==> config.mk <==
export PLATFORM = sky130hd
export DESIGN_NAME = uart_transmitter
export DESIGN_NICKNAME = d
export VERILOG_FILES = /design/src/rtl/uart_transmitter.sv
export SDC_FILE = /design/constraint.sdc
export NUM_CORES = 1
export LEC_CHECK = 0
export ABC_CLOCK_PERIOD_IN_PS = 2250
export BUFFER_PORTS_ARGS = -buffer_cell sky130_fd_sc_hd__buf_2
export CORE_UTILIZATION = 54
export DETAILED_ROUTE_END_ITERATION = 10
export GPL_ROUTABILITY_DRIVEN = 0
export GPL_TIMING_DRIVEN = 0
export PLACE_DENSITY = 0.76
export SETUP_SLACK_MARGIN = 0.1
export SLEW_MARGIN = 15
export SYNTH_ARGS = -nofsm -noshare
export SYNTH_HDL_FRONTEND = slang
export SYNTH_SLANG_ARGS = --single-unit
==> constraint.sdc <==
create_clock -name clk -period 2.25 [get_ports clk]
set_input_delay 0.1125 -clock clk [delete_from_list [all_inputs] [get_ports clk]]
set_output_delay 0.1125 -clock clk [all_outputs]
set_load 0.05 [all_outputs]
==> src/rtl/uart_transmitter.sv <==
// uart_transmitter: REQ/ACK byte intake, 8N1 serial output; define UART_TX_PARITY_EN for an even-parity bit
module uart_transmitter #(
  parameter int CLKS_PER_BIT = 10
) (
  input  logic       clk,
  input  logic       clr,
  input  logic       XMIT_REQ,
  input  logic [7:0] XMIT_DATA,
  output logic       XMIT_ACK,
  output logic       XMIT,
  output logic       XMIT_BUSY
);
  localparam int CW = $clog2(CLKS_PER_BIT);
`ifdef UART_TX_PARITY_EN
  typedef enum logic [2:0] {IDLE, START, DATA, PARITY, STOP} state_t;
`else
  typedef enum logic [2:0] {IDLE, START, DATA, STOP} state_t;
`endif
  state_t state, state_n;
  logic [CW-1:0] cnt, cnt_n;
  logic [2:0] idx, idx_n;
  logic [7:0] sh, sh_n;
  logic xmit_n, ack_n, busy_n, req_q, tick, accept;
  // next-state, bit sequencing and handshake; an accept on the stop-bit boundary gives back-to-back frames
  always_comb begin
    tick = cnt == CW'(CLKS_PER_BIT - 1);
    accept = XMIT_REQ && !XMIT_ACK && (state == IDLE || (state == STOP && tick));
    state_n = state;
    cnt_n = (state == IDLE || tick) ? '0 : cnt + CW'(1);
    idx_n = idx;
    sh_n = sh;
    xmit_n = XMIT;
    busy_n = XMIT_BUSY;
    ack_n = req_q ? XMIT_ACK : 1'b0;
    case (state)
      START: if (tick) begin
        state_n = DATA;
        xmit_n = sh[0];
        idx_n = '0;
      end
      DATA: if (tick) begin
        if (idx == 3'd7) begin
`ifdef UART_TX_PARITY_EN
          state_n = PARITY;
          xmit_n = ^sh;
`else
          state_n = STOP;
          xmit_n = 1'b1;
`endif
        end else begin
          idx_n = idx + 3'd1;
          xmit_n = sh[idx + 3'd1];
        end
      end
`ifdef UART_TX_PARITY_EN
      PARITY: if (tick) begin
        state_n = STOP;
        xmit_n = 1'b1;
      end
`endif
      STOP: if (tick) begin
        state_n = IDLE;
        busy_n = 1'b0;
      end
      default: ;
    endcase
    if (accept) begin
      state_n = START;
      cnt_n = '0;
      idx_n = '0;
      sh_n = XMIT_DATA;
      xmit_n = 1'b0;
      ack_n = 1'b1;
      busy_n = 1'b1;
    end
  end
  // state and registered outputs; clr wins over everything
  always_ff @(posedge clk) begin
    if (clr) begin
      state <= IDLE;
      cnt <= '0;
      idx <= '0;
      sh <= '0;
      XMIT <= 1'b1;
      XMIT_ACK <= 1'b0;
      XMIT_BUSY <= 1'b0;
      req_q <= 1'b0;
    end else begin
      state <= state_n;
      cnt <= cnt_n;
      idx <= idx_n;
      sh <= sh_n;
      XMIT <= xmit_n;
      XMIT_ACK <= ack_n;
      XMIT_BUSY <= busy_n;
      req_q <= XMIT_REQ;
    end
  end
endmodule

After elaboration in Yosys (flattened, before gate mapping)
Index checks and enable logic that the tools add are counted.
{ "totals": {"register_bits": 22, "out_inout_bits": 3, "word_cells": 68, "input_bits": 11} }
{ "op_classes": {"n_lt_le_gt_ge": 1, "n_addsub": 2, "eq_ne": 15, "reduce_logical": 20, "mux": 21} }
{ "ops": {"columns": ["operator", "count"], "rows": [
  ["3-bit two-way mux", 6],
  ["3-bit != test, second input constant", 4],
  ["1-bit two-way mux", 11],
  ["2-bit != test, second input constant", 5],
  ["5-bit AND reduction", 2],
  ["3-bit one-hot mux with 3 select lines", 1],
  ["3-bit by 2-bit equality test with 1-bit output, second input constant", 2],
  ["3-bit one-hot mux with 2 select lines", 1],
  ["2-bit nonzero test", 3],
  ["3-bit nonzero test", 2],
  ["4-bit by 1-bit adder with 4-bit output, second input constant", 1],
  ["4-bit equality test, second input constant", 1],
  ["3-bit by 4-bit less-than comparator with 1-bit output, second input constant", 1],
  ["4-bit AND reduction", 1],
  ["4-bit nonzero test", 1],
  ["3-bit by 1-bit adder with 3-bit output, second input constant", 1],
  ["1-bit binary-select mux with 3-bit select", 1],
  ["3-bit by 1-bit equality test with 1-bit output, second input constant", 1],
  ["3-bit equality test, second input constant", 1],
  ["1-bit logical AND", 3],
  ["3-bit logical NOT", 1],
  ["3-bit AND reduction", 1],
  ["3-bit OR reduction", 1],
  ["1-bit logical OR", 2],
  ["other kinds (5)", 5]
]} }

Logic depth before layout (Yosys ltp)
Gate-level depths: netlist (run 1).
{ "logic_depth": {"depth_word": 7, "ltp_mapped": 7} }

Worst setup path before layout (run 1)
OpenSTA, ideal clock, no wires.
{ "synth_path": {"path_type": "register to register", "from": "reg idx[0]", "to": "reg XMIT", "path_stages_with_launch": 6, "path_slack_ps": 597, "path_buffers": 0, "arrival_time_ps": 1537, "path_cell_list": "dfxtp_1 > ha_1 > mux4_2 > mux2i_1 > nand2_1 > a41o_1"} }
{ "synth_between": {"elab_chain_len": 7, "word_cells_on_any_way": 8} }
{ "synth_lines": {"columns": ["item", "line", "text"], "rows": [
  ["from (decl)", "21", "logic [2:0] idx, idx_n;"],
  ["from (signal assigned)", "91", "idx <= idx_n;"],
  ["3-bit by 1-bit adder with 3-bit output", "52", "xmit_n = sh[idx + 3'd1];"],
  ["1-bit binary-select mux with 3-bit select", "52", null],
  ["1-bit two-way mux (implied by the code)", "52", null],
  ["1-bit two-way mux *", "42", "if (idx == 3'd7) begin"],
  ["1-bit two-way mux *", "41", "DATA: if (tick) begin"],
  ["1-bit one-hot mux with 2 select lines *", "35", "case (state)"],
  ["1-bit two-way mux *", "67", "if (accept) begin"],
  ["to (signal assigned)", "93", "XMIT <= xmit_n;"],
  ["to (decl)", "10", "output logic XMIT,"]
]} }
Mark *: on every way between the ends. The rest lies on a longest branch, timed or not. The select of a mux whose other input is x is not followed.
A chain may end at the register's enable or synchronous reset.

Worst setup path after layout (run 1)
Ends and elaborated chain as after synthesis.

==> results of run 1 <==
power by group:
group | total [uW] | switching [uW] | internal, uW | leakage (uW)
Sequential | 404 | 12.7 | 392 | 0.000172
Clock | 177 | 110 | 66.2 | 0.0000177
Combinational | 106 | 64.5 | 41.7 | 0.000259
cell families (layout without fill, tap and decap cells):
logic type / Yosys count / after routing / synth area share
AO/OA/AOI/OAI: 20 / 20 / 0.126
XOR/XNOR: 2 / 2 / 0.0175
adder cells (fa/ha/maj): 9 / 9 / 0.112
buffers and inverters: 7 / 23 / 0.0411
flip-flops: 21 / 21 / 0.419
multiplexers: 4 / 4 / 0.0661
AND/OR/NAND/NOR: 46 / 46 / 0.218
flip-flops by register name, indices dropped and copies added, names as in the netlist:
signal / count
XMIT_ACK: 1
state: 2
XMIT_BUSY: 1
sh: 8
idx: 3
XMIT: 1
cnt: 4
req_q: 1
per-stage QoR:
stage               power [uW]  worst slack (ps)   util
floorplan                  490               597      -
global placement           516               513  0.634
detailed placement         519               515  0.634
CTS                        694               498  0.650
global route               725               423  0.650
finish                     687               515  0.650
final cells by class:
type / instances / area (um^2) / area share
inverter: 3 / 11.3 / 0.0100
sequential: 21 / 420 / 0.375
clock inverter: 1 / 5.00 / 0.00446
timing repair buffer: 12 / 60.1 / 0.0535
buffer: 4 / 30.0 / 0.0268
clock buffer: 3 / 22.5 / 0.0201
tap: 25 / 31.3 / 0.0279
multi-input combinational: 81 / 542 / 0.483
metal layers:
layer,wire [um],part of all wire,global-route usage,vias to the layer above
met5,0,0,0,-
met4,23,0.013,0.0545,0
met3,72,0.042,0.0360,4
met2,701,0.41,0.267,18
met1,914,0.53,0.317,330
li1,-,-,-,413
Yosys cell counts, drive strengths merged, types with 2 or more instances:
master / instances / area [um^2]
dfxtp: 21 / 420
nand2: 19 / 71.3
a21oi: 12 / 60.1
nor2: 10 / 37.5
ha: 9 / 113
nor3: 6 / 30.0
inv: 3 / 11.3
a22oi: 2 / 15.0
buf: 2 / 12.5
clkbuf: 2 / 17.5
mux4: 2 / 45.0
nand2b: 2 / 12.5
nand3: 2 / 10.0
nand3b: 2 / 15.0
path summary, 6_finish.rpt:
path	slack [ps]	depth (start not counted)	end	start
worst min register to register	460	2	XMIT_ACK	req_q
worst max-delay path	510	5	XMIT	idx[0]
worst max register to register	510	5	XMIT	idx[0]
worst min-delay path	30	2	sh[7]	clr
==> results.tsv, run 1 <==
metric	value	unit
post-route minimum period	1740	ps
GR Util All Layers	0.198	
vias in the first global route	656	
Critical Path, Cell by Cell	ha_1 -> mux4_2 -> mux2i_1 -> nand2_1 -> a41o_1	
#FFs+latches synth	21	
Antenna diodes	0	
port bufs	12	
CP bufs+invs	0	
worst vdd ir	0.000533	V
Final Cycle Share	0.771	
Final Hold Vio Count	0	
Cell Area, Placed	0.00109	mm^2
placed cells	146	
core box area	0.00173	mm^2
# fillers	155	
first-pass GRT wire length	2930	um
Arrival @ worst endpoint	1940	ps
syn avg cell area	9.21	um^2
Post-Syn Area	0.00100	mm^2
CP max stage delay	500	ps
minimum hold slack	27.0	ps
crit path max fanout	5	
fmax	576	MHz
Top FF cell, synth	dfxtp_1	
clock skew	1.41	ps
root buffer cell	clkbuf_4	
critical path type	reg -> reg	
vias	765	
htree depth	1	
# IOs	14	
1st-iter DRT viols	20	
Setup violations, final	0	
synth unique cells	31	
sum of negative setup slack	0	ps
CP startpoint kind	flip-flop	
maximum number of pins on one net before global-route repair	13	
die extent in y	45.1	um
Non-Filler Instances	150	
TritonCTS clock tree	done	
Largest delay share family, worst path	multiplexers	
Cell Pwr Density	612	mW/mm^2
slowest CP cell	mux4_2	
Skew-Pair Late Insertion Delay	300	ps
Seq/Total Area, Yosys	0.419	
Worst EP required	2450	ps
Synth Warn #	0	
TritonCTS Sinks	21	
clock tree buffer depth	2	
drt drc	0	
total gr overflow	0	
die area	0.00203	mm^2
number of detailed-route iterations in the first pass	4	
Final Max Tran Viols	0	
die span in x	45.1	um
antenna viol nets, final	0	
drt wl/cell	11.4	um
Vias/cell	5.10	
post-CTS setup buffer count	0	
Slew @ Worst Pin	414	ps
CTS clk-pin slew, worst paths	110	ps
Post-synth EDFFs	0	
initial core utilization	0.581	
number of max-cap violations	0	
status	completed	
HP Class	in -> reg	
Post-Synthesis Cells	109	
RSZ-0062 raised after global routing	false	
std cell rows	15	
initial antenna violation count	0	
Final Instance Area	0.00112	mm^2
Pleak	0.000449	uW
Num CTS Buffers	3	
most common cell after layout, fill and taps aside	dfxtp_1	
most frequent cells in the layout	21 x dfxtp_1, 19 x nand2_1, 13 x buf_2	
post_cts resized	0	
layout net count	146	
layout cells sized above 1	0.208	
Slew HR	0.724	
Area growth syn-to-layout	11.8	%
Worst setup EP type	flip-flop	
syn_nets	129	
total wire length	1710	um
Post-DP HPWL	1290	um
fraction of registers with async set/reset	0	
hold_buf cts	0	
Power figures use the tool's default switching activity.
==> run 2: changes to the inputs <==
--- a/config.mk
+++ b/config.mk
@@ -5,13 +5,13 @@
 export SDC_FILE = /design/constraint.sdc
 export NUM_CORES = 1
 export LEC_CHECK = 0
-export ABC_CLOCK_PERIOD_IN_PS = 2250
+export ABC_CLOCK_PERIOD_IN_PS = 1500
 export BUFFER_PORTS_ARGS = -buffer_cell sky130_fd_sc_hd__buf_2
-export CORE_UTILIZATION = 54
+export CORE_UTILIZATION = 49
 export DETAILED_ROUTE_END_ITERATION = 10
 export GPL_ROUTABILITY_DRIVEN = 0
 export GPL_TIMING_DRIVEN = 0
-export PLACE_DENSITY = 0.76
+export PLACE_DENSITY = 0.73
 export SETUP_SLACK_MARGIN = 0.1
 export SLEW_MARGIN = 15
 export SYNTH_ARGS = -nofsm -noshare
==> constraint.sdc (replaced) <==
create_clock -name clk -period 1.5 [get_ports clk]
set_input_delay 0.075 -clock clk [delete_from_list [all_inputs] [get_ports clk]]
set_output_delay 0.075 -clock clk [all_outputs]
set_load 0.05 [all_outputs]
==> run 2 against run 1 <==
Compared with the run above: the run now ends with design-rule violations, negative setup slack left; wire length grew 64%; global-route usage rose by 2.2 points; sequential share of layout area fell by 9.5 points; sequential cell count did not move; non-clock buffer count grew 17; clock-buffer cell count unchanged; critical path depth is the same.
==> results.tsv, run 2 (same netlist as run 1, synthesis figures left out) <==
metric	value	unit	change
Critical Path, Cell by Cell	ha_4 -> mux4_2 -> mux2i_1 -> nand2_1 -> a41o_1		was ha_1 -> mux4_2 -> mux2i_1 -> nand2_1 -> a41o_1
first-pass GRT wire length	3370	um	was 2930 um
core box area	0.00194	mm^2	was 0.00173 mm^2
Sw Ratio	0.301		was 0.273
Setup violations, final	3		was 0
origin of the worst setup path	idx[0]		unchanged
total power	1170	uW	was 687 uW
Largest delay share family, worst path	multiplexers		unchanged
vias	937		was 765
PnR worst setup slack	-257	ps	was 515 ps
Final Hold Vio Count	0		unchanged
Arrival @ worst endpoint	1970	ps	was 1940 ps
max reg flops	8		unchanged
crit path max fanout	2		was 5
clock share of power	0.228		was 0.257
slowest CP cell	mux4_2		unchanged
Vias/cell	5.54		was 5.10
CP bufs+invs	0		unchanged
Worst EP required	1710	ps	was 2450 ps
post-route minimum period	1760	ps	was 1740 ps
CP Depth	5		unchanged
die span in x	47.3	um	was 45.1 um
drt wl/cell	16.6	um	was 11.4 um
biggest regs	sh x8, cnt x4, idx x3		unchanged
clock skew	13.6	ps	was 1.41 ps
Slew HR	0.555		was 0.724
Antenna diodes	0		unchanged
CP max stage delay	500	ps	about the same
Cell Pwr Density	749	mW/mm^2	was 612 mW/mm^2
# fillers	113		was 155
total gr overflow	0		unchanged
1st-iter DRT viols	21		was 20
CP startpoint kind	flip-flop		unchanged
maximum number of pins on one net before global-route repair	13		unchanged
internal power	815	uW	was 500 uW
Logic pwr share	0.245		was 0.154
CTS clk-pin slew, worst paths	120	ps	was 110 ps
initial core utilization	0.517		was 0.581
GR Util All Layers	0.219		was 0.198
Hold Path Stages	3		was 2
critical path type	reg -> reg		unchanged
initial antenna violation count	0		unchanged
root buffer cell	clkbuf_4		unchanged
r2r startpoint	idx[0]		unchanged
Skew-Pair Late Insertion Delay	310	ps	was 300 ps
TritonCTS clock tree	done		unchanged
HP Start	XMIT_DATA[2]		was clr
Post-DP HPWL	1300	um	was 1290 um
Cell Area, Placed	0.00113	mm^2	was 0.00109 mm^2
total wire length	2810	um	was 1710 um
failing checks	design-rule violations, negative setup slack		
Final Max Tran Viols	0		unchanged
worst vdd ir	0.000661	V	was 0.000533 V
HP Class	in -> reg		unchanged
Final Instance Area	0.00156	mm^2	was 0.00112 mm^2
Area growth syn-to-layout	55.1	%	was 11.8%
TritonCTS Sinks	21		unchanged
M2 GR Usage	0.356		was 0.267
RSZ-0062 raised after global routing	true		was false
Pleak	0.000587	uW	was 0.000449 uW
gr busiest metal	met2		was met1
htree depth	1		unchanged
worst r2r path cells	5		unchanged
layout net count	163		was 146
drt drc	1		was 0
fmax	569	MHz	was 576 MHz
met3 usage	0.0231		was 0.0360
most common cell after layout, fill and taps aside	dfxtp_1		unchanged
Num CTS Buffers	3		unchanged
port bufs	12		unchanged
clock tree buffer depth	2		unchanged
number of detailed-route iterations in the first pass	7		was 4
std cell rows	16		was 15
Worst setup EP type	flip-flop		unchanged
largest register by flop count	sh		unchanged
status	finished with violations		was completed
layout cells sized above 1	0.620		was 0.208
Slew @ Worst Pin	667	ps	was 414 ps
antenna viol nets, final	0		unchanged
vias in the first global route	759		was 656
Flop pwr share	0.527		was 0.589
sw power	351	uW	was 187 uW
die area	0.00223	mm^2	was 0.00203 mm^2
most frequent cells in the layout	15 x dfxtp_1, 12 x buf_2, 11 x a21oi_2		was 21 x dfxtp_1, 19 x nand2_1, 13 x buf_2
GRT met1 Usage	0.299		was 0.317
die extent in y	47.3	um	was 45.1 um
number of max-cap violations	0		unchanged
Final Cycle Share	1.17		was 0.771
# IOs	14		unchanged
==> run 2: metrics by stage <==
step / hold WS, ps / worst slack (ps) / util / std cells / TNS (ps)
detailed placement: 313 / -140 / 0.584 / 148 / -508
finish: 1.29 / -257 / 0.802 / 169 / -302
CTS: 0.745 / -113 / 0.725 / 163 / -113
global placement: 312 / -140 / 0.584 / 148 / -290
floorplan: 203 / -77.0 / - / 109 / -77.0
global route: 5.46 / -302 / 0.802 / 169 / -574
==> run 2: repair_timing <==
item / in CTS / in global routing
hold endpoints to repair: 5 / 2
buffers inserted: 8 / 3
pin swaps: 23 / 18
setup endpoints to repair: 19 / 19
gates cloned: 1 / 1
hold buffers: 2 / 2
gates resized for setup: 41 / 27
==> run 2: tightest hold or removal path: stages <==
cell and delay (ps):
buf_2 110, nand2_4 60, a21oi_2 40
==> run 2: path summary, 6_finish.rpt <==
path                            endpoint  slack, ps
worst max-delay path                XMIT       -260
worst max register to register      XMIT       -260
worst min-delay path               sh[2]          1
worst min register to register  XMIT_ACK        460
==> run 2: layout make-up <==
type | count | area, um^2 | area share
Sequential cell | 21 | 435 | 0.280
Tap cell | 27 | 33.8 | 0.0217
Multi-Input combinational cell | 81 | 791 | 0.508
Buffer | 4 | 43.8 | 0.0281
Timing Repair Buffer | 29 | 209 | 0.134
Clock inverter | 1 | 5.00 | 0.00322
Inverter | 3 | 16.3 | 0.0105
Clock buffer | 3 | 22.5 | 0.0145
==> run 2: power by group through the flow <==
stage | Clock [uW] | Combinational (uW) | Sequential [uW]
detailed placement | 0 | 160 | 620
finish | 266 | 285 | 615
floorplan | 0 | 94.4 | 643
CTS | 269 | 211 | 608
global placement | 0 | 156 | 619
global route | 289 | 303 | 619
==> run 2: metal layers <==
metal	up-vias	routed length (um)
li1	445	-
met1	450	1120
met2	34	1460
met3	8	144
met4	0	78
met5	-	0
